===== config.mk =====
export PLATFORM = sky130hd
export DESIGN_NAME = pwm_gen_multi
export DESIGN_NICKNAME = d
export VERILOG_FILES = /design/src/rtl/pwm_gen_pkg.sv /design/src/rtl/pwm_gen_channel.sv /design/src/rtl/pwm_gen_multi.sv
export SDC_FILE = /design/constraint.sdc
export NUM_CORES = 1
export LEC_CHECK = 0
export BUFFER_PORTS_ARGS = -buffer_cell sky130_fd_sc_hd__buf_4
export CELL_PAD_IN_SITES_DETAIL_PLACEMENT = 1
export CELL_PAD_IN_SITES_GLOBAL_PLACEMENT = 2
export CORE_MARGIN = 1.5
export CORE_UTILIZATION = 34
export DETAILED_ROUTE_END_ITERATION = 10
export PLACE_DENSITY_LB_ADDON = 0.25
export SLEW_MARGIN = 20
export SYNTH_ARGS = -nofsm -noshare
export SYNTH_HDL_FRONTEND = slang
export SYNTH_SLANG_ARGS = --single-unit
export TNS_END_PERCENT = 20

===== constraint.sdc =====
create_clock -name clk -period 2 [get_ports clk]
set_input_delay 0.3 -clock clk [delete_from_list [all_inputs] [get_ports clk]]
set_output_delay 0.3 -clock clk [all_outputs]
set_load 0.005 [all_outputs]

===== src/rtl/pwm_gen_pkg.sv =====
// Shared constants for the multi-channel PWM generator: register map and default sizes.
package pwm_gen_pkg;

  localparam int DEF_CHANNELS = 4;
  localparam int DEF_WIDTH    = 8;
  localparam int DEF_PRESC_W  = 8;

  localparam int ADDR_PERIOD  = 0;
  localparam int ADDR_PRESC   = 1;
  localparam int ADDR_POL     = 2;
  localparam int ADDR_DUTY0   = 3;

  function automatic int max_int(input int a, input int b);
    return (a > b) ? a : b;
  endfunction

endpackage


===== src/rtl/pwm_gen_channel.sv =====
// One PWM channel: duty shadow/active pair, compare against the shared counter, output flop.
module pwm_gen_channel
  import pwm_gen_pkg::*;
#(
  parameter int WIDTH = DEF_WIDTH
) (
  input  logic             clk,
  input  logic             rst,
  input  logic             i_en,
  input  logic             i_load,
  input  logic             i_wr,
  input  logic [WIDTH-1:0] i_wr_data,
  input  logic [WIDTH-1:0] i_cnt,
  input  logic             i_pol,
  output logic             o_pwm
);

  logic [WIDTH-1:0] r_duty_shadow;
  logic [WIDTH-1:0] r_duty_active;
  logic             r_pwm;
  logic             w_raw;

  assign w_raw = (i_cnt < r_duty_active);

  always_ff @(posedge clk) begin
    if (rst) begin
      r_duty_shadow <= '0;
      r_duty_active <= '0;
      r_pwm         <= 1'b0;
    end else begin
      if (i_wr)
        r_duty_shadow <= i_wr_data;
      // Same-cycle write and load: active takes the pre-write shadow value.
      if (i_load)
        r_duty_active <= r_duty_shadow;
      r_pwm <= i_en & (w_raw ^ i_pol);
    end
  end

  assign o_pwm = r_pwm;

endmodule


===== src/rtl/pwm_gen_multi.sv =====
// Multi-channel PWM generator: prescaler, shared period counter, register decode.
// Define PWM_GEN_POLARITY_EN to add the per-channel output polarity register at address 2.
module pwm_gen_multi
  import pwm_gen_pkg::*;
#(
  parameter int CHANNELS = DEF_CHANNELS,
  parameter int WIDTH    = DEF_WIDTH,
  parameter int PRESC_W  = DEF_PRESC_W
) (
  input  logic                                  clk,
  input  logic                                  rst,
  input  logic                                  en,
  input  logic                                  wr_en,
  input  logic [$clog2(CHANNELS+3)-1:0]         wr_addr,
  input  logic [max_int(WIDTH, PRESC_W)-1:0]    wr_data,
  output logic [CHANNELS-1:0]                   pwm_out,
  output logic                                  period_done
);

  localparam int AW = $clog2(CHANNELS + 3);

  logic [PRESC_W-1:0]  r_prescale;
  logic [PRESC_W-1:0]  r_presc_cnt;
  logic [WIDTH-1:0]    r_period_shadow;
  logic [WIDTH-1:0]    r_period_active;
  logic [WIDTH-1:0]    r_cnt;
  logic                r_period_done;
  logic                w_tick;
  logic                w_wrap;
  logic                w_load;
  logic [CHANNELS-1:0] w_pol;

  // >= keeps the prescaler from running past a freshly lowered prescale value.
  assign w_tick = en && (r_presc_cnt >= r_prescale);
  assign w_wrap = w_tick && (r_cnt == r_period_active);
  assign w_load = w_wrap || !en;

  always_ff @(posedge clk) begin
    if (rst) begin
      r_prescale      <= '0;
      r_presc_cnt     <= '0;
      r_period_shadow <= '0;
      r_period_active <= '0;
      r_cnt           <= '0;
      r_period_done   <= 1'b0;
    end else begin
      if (wr_en && (wr_addr == AW'(ADDR_PERIOD)))
        r_period_shadow <= wr_data[WIDTH-1:0];
      if (wr_en && (wr_addr == AW'(ADDR_PRESC)))
        r_prescale <= wr_data[PRESC_W-1:0];
      if (w_load)
        r_period_active <= r_period_shadow;

      if (!en) begin
        r_presc_cnt <= '0;
        r_cnt       <= '0;
      end else if (w_tick) begin
        r_presc_cnt <= '0;
        r_cnt       <= w_wrap ? '0 : r_cnt + WIDTH'(1);
      end else begin
        r_presc_cnt <= r_presc_cnt + PRESC_W'(1);
      end

      r_period_done <= w_wrap;
    end
  end

`ifdef PWM_GEN_POLARITY_EN
  localparam int PW = max_int(CHANNELS, max_int(WIDTH, PRESC_W));
  logic [PW-1:0]       w_data_ext;
  logic [CHANNELS-1:0] r_pol;

  assign w_data_ext = PW'(wr_data);

  // Polarity is not shadowed: it flips outputs from the next cycle on.
  always_ff @(posedge clk) begin
    if (rst)
      r_pol <= '0;
    else if (wr_en && (wr_addr == AW'(ADDR_POL)))
      r_pol <= w_data_ext[CHANNELS-1:0];
  end

  assign w_pol = r_pol;
`else
  assign w_pol = '0;
`endif

  genvar gi;
  generate
    for (gi = 0; gi < CHANNELS; gi++) begin : g_ch
      pwm_gen_channel #(
        .WIDTH (WIDTH)
      ) u_ch (
        .clk       (clk),
        .rst       (rst),
        .i_en      (en),
        .i_load    (w_load),
        .i_wr      (wr_en && (wr_addr == AW'(ADDR_DUTY0 + gi))),
        .i_wr_data (wr_data[WIDTH-1:0]),
        .i_cnt     (r_cnt),
        .i_pol     (w_pol[gi]),
        .o_pwm     (pwm_out[gi])
      );
    end
  endgenerate

  assign period_done = r_period_done;

endmodule


==> results.yml, run 1 <==
worst_setup_path:
  critPathMaxFanout: 7
  critPathArrivalTime_ns: 2.29
  cp-start-kind: "flop"
  worstSetupPathType: "flop to flop"
  crit_path_end_kind: "flop"
  crit_required_ns: 2.29
  crit_chain: "inv_2 > ha_4 > nand2b_4 > a2111oi_4 > buf_4 > o32a_4 > buf_6 > or3_1 > a21oi_2"
  cpPeakStageDelay_ns: 0.37
  critPathSlowestCell: "o32a_4"
grt:
  grt_pass1_vias: 4026
  grtUsageTotal: 0.177
  overflow: 0
  grt_max_degree: 49
  grt_pass1_wl_mm: 21.6
  antenna_found_initial: 0
hold_path:
  hold_class: "input pin to flop"
yosys:
  synth-seq-area-share: 0.424
  ys_types: 41
  synthXorXnorAreaFrac: 0.0238
  synth_top_flop_cell: "dfxtp_1"
  synth.top_cell.area_share: 0.424
  synthesis.instances: 609
  synth_nets: 662
  avgSynthCellArea_um2: 8.45
  synth-edff-count: 0
  synth-compound-area-share: 0.117
  ys_ff_latch: 109
  synthTopCellsByCount: "nand2_1 (184), dfxtp_1 (109), a21oi_1 (65), mux2i_1 (41), inv_1 (40)"
  synth_top_family_by_area: "simple AND/OR/NAND/NOR gates"
  synth_area_mm2: 0.00515
  yosysWarningCount: 0
  async_reset_ff_frac: 0
  synth_top_area_cell: "dfxtp_1"
  synth-simple-area-share: 0.196
  ys_top_cells_by_area: "dfxtp_1 (42%), nand2_1 (13%), ha_1 (9.2%)"
  synthMuxAreaShare: 0.0797
  synth_most_common_cell: "nand2_1"
  synthAdderAreaFrac: 0.0924
clocking:
  cts_buffers: 9
  cts_hold_buf: 0
  cts.clk_slew.worst_paths_ns: 0.07
  clock_sinks: 109
  cts-root-buf: "clkbuf_16"
  cts_tree: "built"
  clk_latency_ns: 0.35
  cts_buffer_depth: 2
  htreeDepth: 3
die:
  die_w_um: 126
  die_h_um: 126
  core_mm2: 0.0146
  initial_core_util: 0.352
  std_cell_rows: 44
  die-area_mm2: 0.0159
  ioPinCount: 20
routing:
  drc_errors: 0
  wl_per_cell_um: 16.6
  ant_nets: 0
  routed_via_density: 4.90
  routed_wl_mm: 13.8
  via_count: 4085
  firstDrtPassIters: 4
  drtIter0Drc: 111
power_and_ir_drop:
  power_switching_mw: 1.12
  clkPwrFrac: 0.392
  seq_power_share: 0.504
  p_comb_frac: 0.104
  swShare: 0.253
  p_leak_nw: 2.24
  power.internal_mw: 3.30
  powerDensity_mw_per_mm2: 728
  ir_drop_mv: 0.374
cells_and_area:
  diodes: 0
  num-fill-cells: 1737
  fin_util: 0.415
  fin_cells: 833
  design_area_mm2: 0.00607
  fin_nets: 697
  area_growth_pct: 18.0
  drive_gt1_frac: 0.149
sta:
  whs_ns: 0.236
  rsz0062_at_grt: "yes"
  worstMarginPinSlew_ns: 0.550
  final.setup_skew_ns: 0.00647
  period_share: 1.00
  finalHoldViolations: 0
  timing.fmax_mhz: 500
  post-route-min-period_ns: 2.00
  finalSetupViolations: 1
  setup_ws_ns: -0.00145
  maxSlewViolCount: 0
  slew_headroom: 0.633
place:
  placedInstanceArea_mm2: 0.00557
  hpwl_mm: 9.73
  place_ws_ns: -0.0967
  place_inst: 812
  io_buffers: 19
  gp_congestion: 0.764
run_status:
  status: "complete, but fails checks"
  violations: "negative setup slack"
flow_run:
  max_cap_violations: 0
==> layer usage <==
layer / global-route usage / up-vias / wire, um
met2: 0.276 / 38 / 6240
met5: 0 / - / 0
li1: - / 2094 / -
met4: 0.0487 / 0 / 181
met1: 0.252 / 1944 / 7080
met3: 0.0293 / 9 / 342
==> stage by stage <==
| step | power, mW | setup TNS, ns |
|---|---|---|
| after floorplan | 2.55 | 0 |
| after global placement | 2.66 | -0.637 |
| after detailed placement | 2.67 | -2.61 |
| after CTS | 4.43 | -0.0736 |
| after global routing | 4.59 | -1.55 |
| final | 4.42 | -0.00145 |
==> layout by cell type (no fill, tap or decap), types with 4 or more instances in the layout <==
master / n
nand2_1: 184
dfxtp_1: 101
a21oi_1: 60
buf_4: 41
mux2i_1: 40
inv_1: 38
ha_1: 33
nand3_1: 15
nor2_1: 13
xor2_1: 12
clkbuf_16: 11
o21ai_0: 8
a21o_1: 8
dfxtp_2: 8
nand2b_1: 6
a21oi_2: 5
ha_4: 5
a211o_1: 4
a31oi_1: 4
==> logic make-up (layout without fill, tap and decap cells) <==
group | count (synthesis) | after routing
and+or+nand+nor | 241 | 241
DFF | 109 | 109
AOI/OAI and AO/OA | 99 | 99
buffers and inverters | 67 | 107
muxes | 41 | 41
adders and majority gates | 38 | 38
xor gates and xnor gates | 14 | 14
==> flip-flops by register name, summed over array words and instances, names as in the netlist <==
register / cells
g_ch.u_ch.o_pwm: 4
g_ch.u_ch.r_duty_active: 32
g_ch.u_ch.r_duty_shadow: 32
period_done: 1
r_cnt: 8
r_period_active: 8
r_period_shadow: 8
r_presc_cnt: 8
r_prescale: 8
==> power groups by stage <==
stage | clock network [mW] | registers (mW) | logic (mW)
6_report | 1.73 | 2.23 | 0.459
2_1_floorplan | 0 | 2.27 | 0.282
3_5_place_dp | 0 | 2.28 | 0.388
3_3_place_gp | 0 | 2.28 | 0.380
4_1_cts | 1.78 | 2.23 | 0.416
5_1_grt | 1.87 | 2.23 | 0.494
==> area by class of cell <==
| class | count | area (um^2) | share of cell area |
|---|---|---|---|
| multi-input cells | 433 | 2730 | 0.449 |
| flip-flops and latches | 109 | 2190 | 0.361 |
| repair buffers | 51 | 494 | 0.0814 |
| clock buffers | 12 | 246 | 0.0406 |
| well taps | 184 | 230 | 0.0379 |
| inverters | 40 | 150 | 0.0247 |
| clock inverters | 4 | 33.8 | 0.00556 |
==> worst paths after layout <==
kind / from / end / slack [ns] / depth (start not counted)
max: r_presc_cnt[0] / r_cnt[6] / -0.001 / 9
min: wr_data[5] / g_ch[1].u_ch.r_duty_shadow[5] / 0.24 / 3
max reg2reg: r_presc_cnt[0] / r_cnt[6] / -0.001 / 9
min reg2reg: r_prescale[2] / r_prescale[2] / 0.45 / 2
==> worst max-delay path, delay by kind of cell (launching register included) <==
| family | cells | cell delay [ns] |
|---|---|---|
| compound gates | 3 | 0.55 |
| simple gates | 2 | 0.48 |
| flops | 1 | 0.34 |
| buf+inv | 3 | 0.33 |
| fa+ha+maj | 1 | 0.25 |
==> timing repair <==
action,4_1_cts,5_1_grt
gates resized for setup,12,19
buffers inserted,0,2
endpoints found under the setup margin,45,50
pin swaps,5,10
gates cloned,1,2
No activity file was read; power rests on OpenSTA's default activity.
==> inputs of run 2 (changes only) <==
ABC_AREA = 1   (was default)
CORE_UTILIZATION = 32   (was 34)
CTS_CLUSTER_DIAMETER = 60   (was default)
==> run 2 against run 1 <==
  * The flow now finishes without violations
  * Global-route usage increased by 0.86 points
  * Clock-buffer cell count decreased by 1
  * Cell count increased by 19%
==> results.yml, run 2 <==
place:
  gp_congestion: 0.729
  hpwl_mm: 10.6
  io_buffers: 19
  place_inst: 964
worst_setup_path:
  cpPeakStageDelay_ns: 0.33
  critPathMaxFanout: 8
  critPathArrivalTime_ns: 2.27
  critPathSlowestCell: "dfxtp_2"
  path_delay_family: "simple AND/OR/NAND/NOR gates"
  cp-start-kind: "flop"
  worstSetupPathType: "flop to flop"
  crit_required_ns: 2.29
  cpMostUsedCell: "nand3_2"
  path_buf_inv: 3
  crit_chain: "inv_2 > ha_4 > nand2_2 > nor2_2 > nand4_1 > nand3_2 > buf_12 > nand3_4 > clkbuf_16 > nand3_2 > nand2_1 > nor2_1"
  crit_path_end_kind: "flop"
yosys:
  avgSynthCellArea_um2: 7.12
  synth-edff-count: 0
  synth-compound-area-share: 0.0971
  synth_top_area_cell: "dfxtp_1"
  async_reset_ff_frac: 0
  ys_ff_latch: 109
  synthesis.instances: 733
  synth.top_cell.area_share: 0.418
  yosysWarningCount: 0
  synth-seq-area-share: 0.418
  synthMuxAreaShare: 0
  ys_top_cells_by_area: "dfxtp_1 (42%), nor2_1 (14%), ha_1 (9.1%)"
  synth_most_common_cell: "nor2_1"
  synth_top_flop_cell: "dfxtp_1"
  synthXorXnorAreaFrac: 0.0134
  ys_types: 27
  synth_area_mm2: 0.00522
  synthAdderAreaFrac: 0.0911
  synth_top_family_by_area: "simple AND/OR/NAND/NOR gates"
  synthTopCellsByCount: "nor2_1 (196), dfxtp_1 (109), nand2_1 (106), inv_1 (86), o21ai_0 (57)"
  synth-simple-area-share: 0.284
  synth_nets: 786
routing:
  ant_nets: 0
  wl_per_cell_um: 15.6
  routed_via_density: 4.65
  routed_wl_mm: 15.5
  drtIter0Drc: 183
  drc_errors: 0
  firstDrtPassIters: 4
  via_count: 4602
sta:
  post-route-min-period_ns: 1.98
  finalSetupViolations: 0
  finalSetupTns_ns: 0
  maxSlewViolCount: 0
  worstMarginPinSlew_ns: 0.611
  slew_headroom: 0.591
  period_share: 0.989
  final.setup_skew_ns: 0.00567
  rsz0062_at_grt: "yes"
  finalHoldViolations: 0
  timing.fmax_mhz: 506
clocking:
  cts.clk_slew.worst_paths_ns: 0.07
  clock_sinks: 109
  cts_tree: "built"
  htreeDepth: 3
  cts-root-buf: "clkbuf_16"
  clk_latency_ns: 0.35
  cts_buffer_depth: 2
  cts_hold_buf: 0
  cts_buffers: 9
die:
  die_h_um: 131
  die_w_um: 131
  initial_core_util: 0.328
  die-area_mm2: 0.0171
  ioPinCount: 20
  std_cell_rows: 46
  core_mm2: 0.0159
grt:
  top_usage_layer: "met2"
  grt_max_degree: 54
  overflow: 0
  grt_pass1_vias: 4519
  antenna_found_initial: 0
  use_met1: 0.274
  use_met3: 0.0257
  grtUsageTotal: 0.185
  grt_pass1_wl_mm: 24.0
  grt_use_met2: 0.280
power_and_ir_drop:
  p_leak_nw: 2.93
  powerDensity_mw_per_mm2: 851
  ir_drop_mv: 0.404
cells_and_area:
  diodes: 0
  num-fill-cells: 2030
  fin_cells: 990
  drive_gt1_frac: 0.149
  mostFrequentLayoutCells: "nor2_1 (195), nand2_1 (102), dfxtp_1 (96)"
  fin_nets: 823
  layout_commonest_cell: "nor2_1"
  multi_input_area_mm2: 0.00268
  register_area_mm2: 0.00220
  reg_top3: "g_ch.u_ch.r_duty_active (32), g_ch.u_ch.r_duty_shadow (32)"
  area_growth_pct: 21.1
run_status:
  status: "finished clean"
flow_run:
  max_cap_violations: 0
hold_path:
  hold_class: "input pin to flop"
-- run 2: changes by cell type after synthesis, moves of 5 or more --
cell      previous run  this run
o21ai_0              8        57
buf_2                0         6
xor2_1              12         7
a21oi_1             65        23
nor2_1              13       196
nand2b_1             6         0
nand3_1             15        50
mux2i_1             41         0
inv_1               40        86
nand2_1            184       106
-- run 2: final timing paths --
kind / slack (ns) / cells after the start / to / start
max reg2reg: 0.02 / 12 / g_ch[3].u_ch.r_duty_active[1] / r_prescale[5]
min reg2reg: 0.43 / 1 / r_presc_cnt[0] / r_presc_cnt[0]
min: 0.13 / 2 / period_done / rst
max: 0.02 / 12 / g_ch[3].u_ch.r_duty_active[1] / r_prescale[5]
-- run 2: timing repair --
action                                  CTS  global route
endpoints found under the setup margin   24            51
cloned                                    0             6
pin swaps                                 0            15
setup buffers                             2             3
resized for setup                         1            43
-- run 2: layer usage --
layer,up-vias,part of all wire
li1,2380,-
met4,0,0.010
met3,11,0.023
met5,-,0
met1,2170,0.52
met2,41,0.44
-- run 2: metrics by stage --
step           total power [mW]  setup WS [ns]   util  hold slack (ns)  instance area [um^2]
3_5_place_dp               3.50        -0.0330  0.360            0.456                  5710
4_1_cts                    5.28        0.00260  0.379            0.125                  6020
3_3_place_gp               3.47         0.0345  0.360            0.449                  5710
5_1_grt                    5.70        -0.0902  0.398            0.125                  6320
2_1_floorplan              3.14          0.355      -            0.372                  5220
6_report                   5.37         0.0226  0.398            0.131                  6320
-- run 2: kinds of logic (layout without fill, tap and decap cells) --
| group | count (synthesis) | in the layout |
|---|---|---|
| simple gates | 366 | 366 |
| compound gates | 94 | 94 |
| buf+inv | 118 | 159 |
| fa+ha+maj | 38 | 38 |
| flops | 109 | 109 |
| xor+xnor | 8 | 8 |
-- run 2: area by class of cell --
class / instances / share of cell area
inverters: 89 / 0.0529
flip-flops and latches: 109 / 0.348
clock buffers: 11 / 0.0384
repair buffers: 55 / 0.0885
multi-input cells: 506 / 0.424
clock inverters: 4 / 0.00515
well taps: 216 / 0.0428
-- run 2: power breakdown --
| group | internal, mW | switching, mW | leakage (nW) | total [mW] |
|---|---|---|---|---|
| Combinational | 0.524 | 0.723 | 1.91 | 1.25 |
| Clock | 0.882 | 0.856 | 0.128 | 1.74 |
| Sequential | 2.32 | 0.0683 | 0.896 | 2.39 |
